$ cat src/rtl/sprite_pkg.sv
// sprite_pkg: shared widths and enums for the sprite RAM arbiter.
`timescale 1ns/1ps
package sprite_pkg;
  localparam int SPRITE_ADDR_W  = 17;
  localparam int SPRITE_DATA_W  = 3;
  localparam int SPRITE_STALL_W = 16;
  typedef enum logic [1:0] {OWN_NONE, OWN_PIX, OWN_HOST} owner_t;
  typedef enum logic [1:0] {ARB_IDLE, ARB_RD_WAIT, ARB_RD_DONE} arb_state_t;
endpackage

$ cat src/rtl/sprite_ram_arbiter.sv
// sprite_ram_arbiter: shares single-port sprite RAM between pixel fetch (absolute priority) and Avalon host.
`timescale 1ns/1ps
module sprite_ram_arbiter
  import sprite_pkg::*;
#(
  parameter int ADDR_W  = SPRITE_ADDR_W,
  parameter int DATA_W  = SPRITE_DATA_W,
  parameter int STALL_W = SPRITE_STALL_W
) (
  input  logic               CLK,
  input  logic               RESET,
  input  logic               pix_req,
  input  logic [ADDR_W-1:0]  pix_addr,
  output logic               pix_valid,
  output logic [DATA_W-1:0]  pix_data,
  input  logic               AVL_CS,
  input  logic               AVL_READ,
  input  logic               AVL_WRITE,
  input  logic [3:0]         AVL_BYTE_EN,
  input  logic [ADDR_W-1:0]  AVL_ADDR,
  input  logic [31:0]        AVL_WRITEDATA,
  output logic [31:0]        AVL_READDATA,
  output logic               AVL_WAITREQUEST,
  output logic [ADDR_W-1:0]  ram_addr,
  output logic               ram_we,
  output logic [DATA_W-1:0]  ram_wdata,
  input  logic [DATA_W-1:0]  ram_rdata,
  output logic [STALL_W-1:0] host_stall_cnt
);
  arb_state_t state, state_nx;
  owner_t owner, owner_q;
  logic host_req, host_slot, host_wr;
  logic unused_bits;
  assign unused_bits = ^{AVL_BYTE_EN[3:1], AVL_WRITEDATA[31:DATA_W]};
  assign host_req = AVL_CS & (AVL_READ | AVL_WRITE);
  assign host_wr = AVL_WRITE;
  // The host can only claim the port from IDLE, and never while reset is held.
  assign host_slot = state == ARB_IDLE && host_req && !RESET;
  always_comb begin
    owner = pix_req ? OWN_PIX : host_slot ? OWN_HOST : OWN_NONE;
    ram_addr = owner == OWN_PIX ? pix_addr : owner == OWN_HOST ? AVL_ADDR : '0;
    ram_we = owner == OWN_HOST && host_wr && AVL_BYTE_EN[0];
    ram_wdata = AVL_WRITEDATA[DATA_W-1:0];
    state_nx = state == ARB_RD_WAIT ? ARB_RD_DONE :
               owner == OWN_HOST && !host_wr ? ARB_RD_WAIT : ARB_IDLE;
    AVL_WAITREQUEST = RESET || !((owner == OWN_HOST && host_wr) || state == ARB_RD_DONE);
  end
  always_ff @(posedge CLK or posedge RESET) begin
    if (RESET) begin
      state <= ARB_IDLE;
      owner_q <= OWN_NONE;
      pix_valid <= 1'b0;
      pix_data <= '0;
      AVL_READDATA <= '0;
      host_stall_cnt <= '0;
    end else begin
      state <= state_nx;
      owner_q <= owner;
      pix_valid <= owner_q == OWN_PIX;
      if (owner_q == OWN_PIX) pix_data <= ram_rdata;
      if (state == ARB_RD_WAIT) AVL_READDATA <= {{(32-DATA_W){1'b0}}, ram_rdata};
      if (state == ARB_IDLE && host_req && pix_req && !(&host_stall_cnt))
        host_stall_cnt <= host_stall_cnt + 1'b1;
    end
  end
endmodule
$ cat config.mk
export PLATFORM = sky130hd
export DESIGN_NAME = sprite_ram_arbiter
export DESIGN_NICKNAME = d
export VERILOG_FILES = /design/src/rtl/sprite_pkg.sv /design/src/rtl/sprite_ram_arbiter.sv
export SDC_FILE = /design/constraint.sdc
export NUM_CORES = 1
export LEC_CHECK = 0
export CAP_MARGIN = 10
export CORE_MARGIN = 5
export CORE_UTILIZATION = 33
export DETAILED_ROUTE_END_ITERATION = 6
export PLACE_DENSITY = 0.86
export SYNTH_ARGS = -nofsm -noshare
export SYNTH_HDL_FRONTEND = slang
export SYNTH_SLANG_ARGS = --single-unit
$ cat constraint.sdc
create_clock -name CLK -period 2.8 [get_ports CLK]
set_clock_uncertainty 0.2 [all_clocks]
set_input_delay 0.42 -clock CLK [delete_from_list [all_inputs] [get_ports CLK]]
set_output_delay 0.42 -clock CLK [all_outputs]
set_load 0.005 [all_outputs]
==> results of run 1 <==
synth_stat cells:
master     instances  area, µm²
buf_4             33        248
dfrtp_1           27        676
a22o_1            17        149
xor2_1            14        123
nand2_1            8       30.0
nor4_1             8       50.1
mux2_2             6       67.6
nor3_1             5       25.0
nand3_1            4       20.0
nand4_1            4       25.0
buf_2              3       15.0
inv_1              3       11.3
and3_1             2       12.5
nor2_1             2       7.51
nor2b_1            2       12.5
nor3b_1            2       15.0
a32oi_1            1       8.76
and2_2             1       7.51
and4_2             1       10.0
clkbuf_1           1       3.75
conb_1             1       3.75
ha_1               1       12.5
mux2_4             1       15.0
nand4_2            1       12.5
nor2_2             1       6.26
nor4_4             1       21.3
nor4b_2            1       15.0
nor4bb_1           1       10.0
o2111ai_4          1       26.3
o21ai_0            1       5.00
o21bai_1           1       7.51
or3_4              1       11.3
xnor2_1            1       8.76
state kept, by name (all words and copies together) (netlist names):
signal	cells
host_stall_cnt	16
AVL_READDATA	3
pix_data	3
owner_q	2
state	2
pix_valid	1
timing repair:
| action | CTS | global route |
|---|---|---|
| buffers inserted | 1 | 1 |
| endpoints found under the setup margin | 18 | 17 |
| pin swaps | 0 | 0 |
| resized for setup | 9 | 19 |
| gates cloned | 1 | 0 |
power groups by stage:
stage | Sequential [mW] | Combinational [mW] | Clock [mW]
2_1_floorplan | 0.508 | 0.161 | 0
3_3_place_gp | 0.512 | 0.352 | 0
3_5_place_dp | 0.515 | 0.355 | 0
4_1_cts | 0.507 | 0.361 | 0.228
5_1_grt | 0.519 | 0.386 | 0.247
6_report | 0.507 | 0.353 | 0.218
kinds of logic (layout without fill, tap and decap cells):
group,count (synthesis),after routing
AND/OR/NAND/NOR,45,45
buffers and inverters,40,101
flip-flops,27,27
AO/OA/AOI/OAI,21,21
XOR/XNOR,15,15
multiplexers,7,7
adder cells (fa/ha/maj),1,1
other,1,29
layer usage:
layer,GRT usage (%),up-vias,part of all wire [%]
met5,0,-,0
met4,5.57,0,1.2
met3,2.44,4,5.6
met2,21.3,49,53
met1,16.1,692,40
li1,-,685,-
worst paths after layout:
| check | from | end |
|---|---|---|
| worst max-delay path | AVL_READ | AVL_WAITREQUEST |
| worst min-delay path | owner_q[1] | pix_valid |
| worst max register to register | host_stall_cnt[13] | host_stall_cnt[1] |
| worst min register to register | owner_q[1] | pix_valid |
| max in group asynchronous | RESET | host_stall_cnt[0] |
| min in group asynchronous | RESET | host_stall_cnt[1] |
metrics by stage:
| stage | std cells | cell area, µm² | setup slack (ps) |
|---|---|---|---|
| CTS | 315 | 2570 | 0.0353 |
| global route | 316 | 2630 | 25.7 |
| finish | 316 | 2630 | 89.2 |
| detailed placement | 309 | 2500 | -116 |
| global placement | 309 | 2500 | -127 |
| floorplan | 185 | 1780 | 809 |
layout make-up:
type	instances	area (µm²)	share of cell area (%)
clock buffers	3	41.3	1.57
clock inverters	1	5.00	0.190
inverters	3	11.3	0.428
multi-input cells	118	837	31.8
flip-flops and latches	27	676	25.7
well taps	70	87.6	3.33
repair buffers	94	975	37.0
critical path, delay by kind of cell:
family	cells	cell delay, ps
simple gates	1	50
compound gates	2	320
buf+inv	4	1290
==> qor.yml, run 1 <==
global_routing:
  grt_pass1_wl_um: 6710
  grt_usage_pct: 12.8
  grt_pass1_vias: 1387
  antenna_found_initial: 0
  grt_max_degree: 28
  grt-ovfl-total: 0
flow_run:
  maxCapViolCount: 0
cts:
  root_buffer: "clkbuf_8"
  cts_sinks: 27
  hold_buffers: 0
  clockBufferDepth: 2
  insertion_delay_ps: 270
  cts_tree: "done"
  clkTransAtPathRegs_ps: 80
  htreeDepth: 1
  numCtsBuffers: 3
layout:
  layout-drive-gt1-share_pct: 12.2
  antennaDiodeCount: 0
  nets: 327
  fin_util_pct: 52.5
  layout_commonest_cell: "clkdlybuf4s50_1"
  area_delta_synth_final_pct: 57.5
  final_cell_mix: "clkdlybuf4s50_1, conb_1, dfrtp_1"
  nFillCells: 472
setup_path:
  critPathLaunchType: "primary input"
  cpPeakStageDelay_ps: 540
  cp-end-kind: "output port"
  path_cells: "clkdlybuf4s50_1 > o21ai_1 > nor4_2 > buf_4 > buf_4 > a32oi_1 > clkdlybuf4s50_1"
  critPathMaxFanout: 3
  crit_type: "primary input to output port"
  worstRegToRegCells: 4
  cp.arrival_ps: 2090
  worst_path_max_delay_cell: "clkdlybuf4s50_1"
  required_ps: 2180
  reg2reg_slack_ps: 800
timing:
  setup_viol: 0
  report.final.slew_viol_count: 0
  relSlewSlack_pct: 62.5
  max_freq_mhz: 369
  whs_ps: 266
  fin_crit_sh_pct: 96.8
  rsz0062_at_grt: "no"
  post-route-min-period_ps: 2710
  setup_tns_ps: 0
  hold_violations: 0
  worst_slew_pin_slew_ps: 558
power_and_ir_drop:
  switchingPower_mw: 0.305
  p_clk_share_pct: 20.2
  p_int_mw: 0.773
  peakVddDrop_v: 0.000337
  p_total_mw: 1.08
  power_frac_comb_pct: 32.7
  power_density_nw_per_um2: 410
  power_leakage_nw: 1.39
  switching_share_pct: 28.3
  seqPwrFrac_pct: 47.0
hold_path:
  hold_depth: 1
  hold_path_class: "flip-flop to flip-flop"
logic_synthesis:
  synth_xor_xnor_area_share_pct: 7.86
  syn_avg_cell_area_um2: 10.6
  synth_top_family_by_area: "simple AND/OR/NAND/NOR gates"
  synth_fa_ha_area_share_pct: 0.749
  synth-seq-cells: 27
  synth_cell_types: 33
  ys.warnings.count: 0
  synthSimpleGateAreaFrac_pct: 17.4
  syn_inst: 157
  syn_area_um2: 1670
  synth_compound_area_share_pct: 11.8
  ys_seq_area_share_pct: 40.4
  synthMuxAreaShare_pct: 4.94
routing:
  first_pass_iters: 4
  drt-total-wl_um: 4540
  wire_per_inst_um: 14.4
  drc: 0
  drt-initial-drc-count: 26
  drt-vias-per-instance: 4.53
  vias: 1430
  postRouteAntennaNets: 0
die:
  design.portCount: 153
  die_area_um2: 6590
  die_height_um: 81.2
  fp-row-count: 26
  die_w_um: 81.2
  coreArea_um2: 5010
  start_util_pct: 33.4
placement:
  gp_congestion: 0.760
  dp.final_hpwl_um: 3510
  port-buffer-count: 85
status:
  status: "finished, final reports clean"
Note: power is estimated with default switching activity, not from simulation.
==> run 2, diff against run 1 <==
- HOLD_SLACK_MARGIN: unset -> 0.06
==> results of run 2 <==
No change in the layout: final DEF, timing and power equal those of run 1.
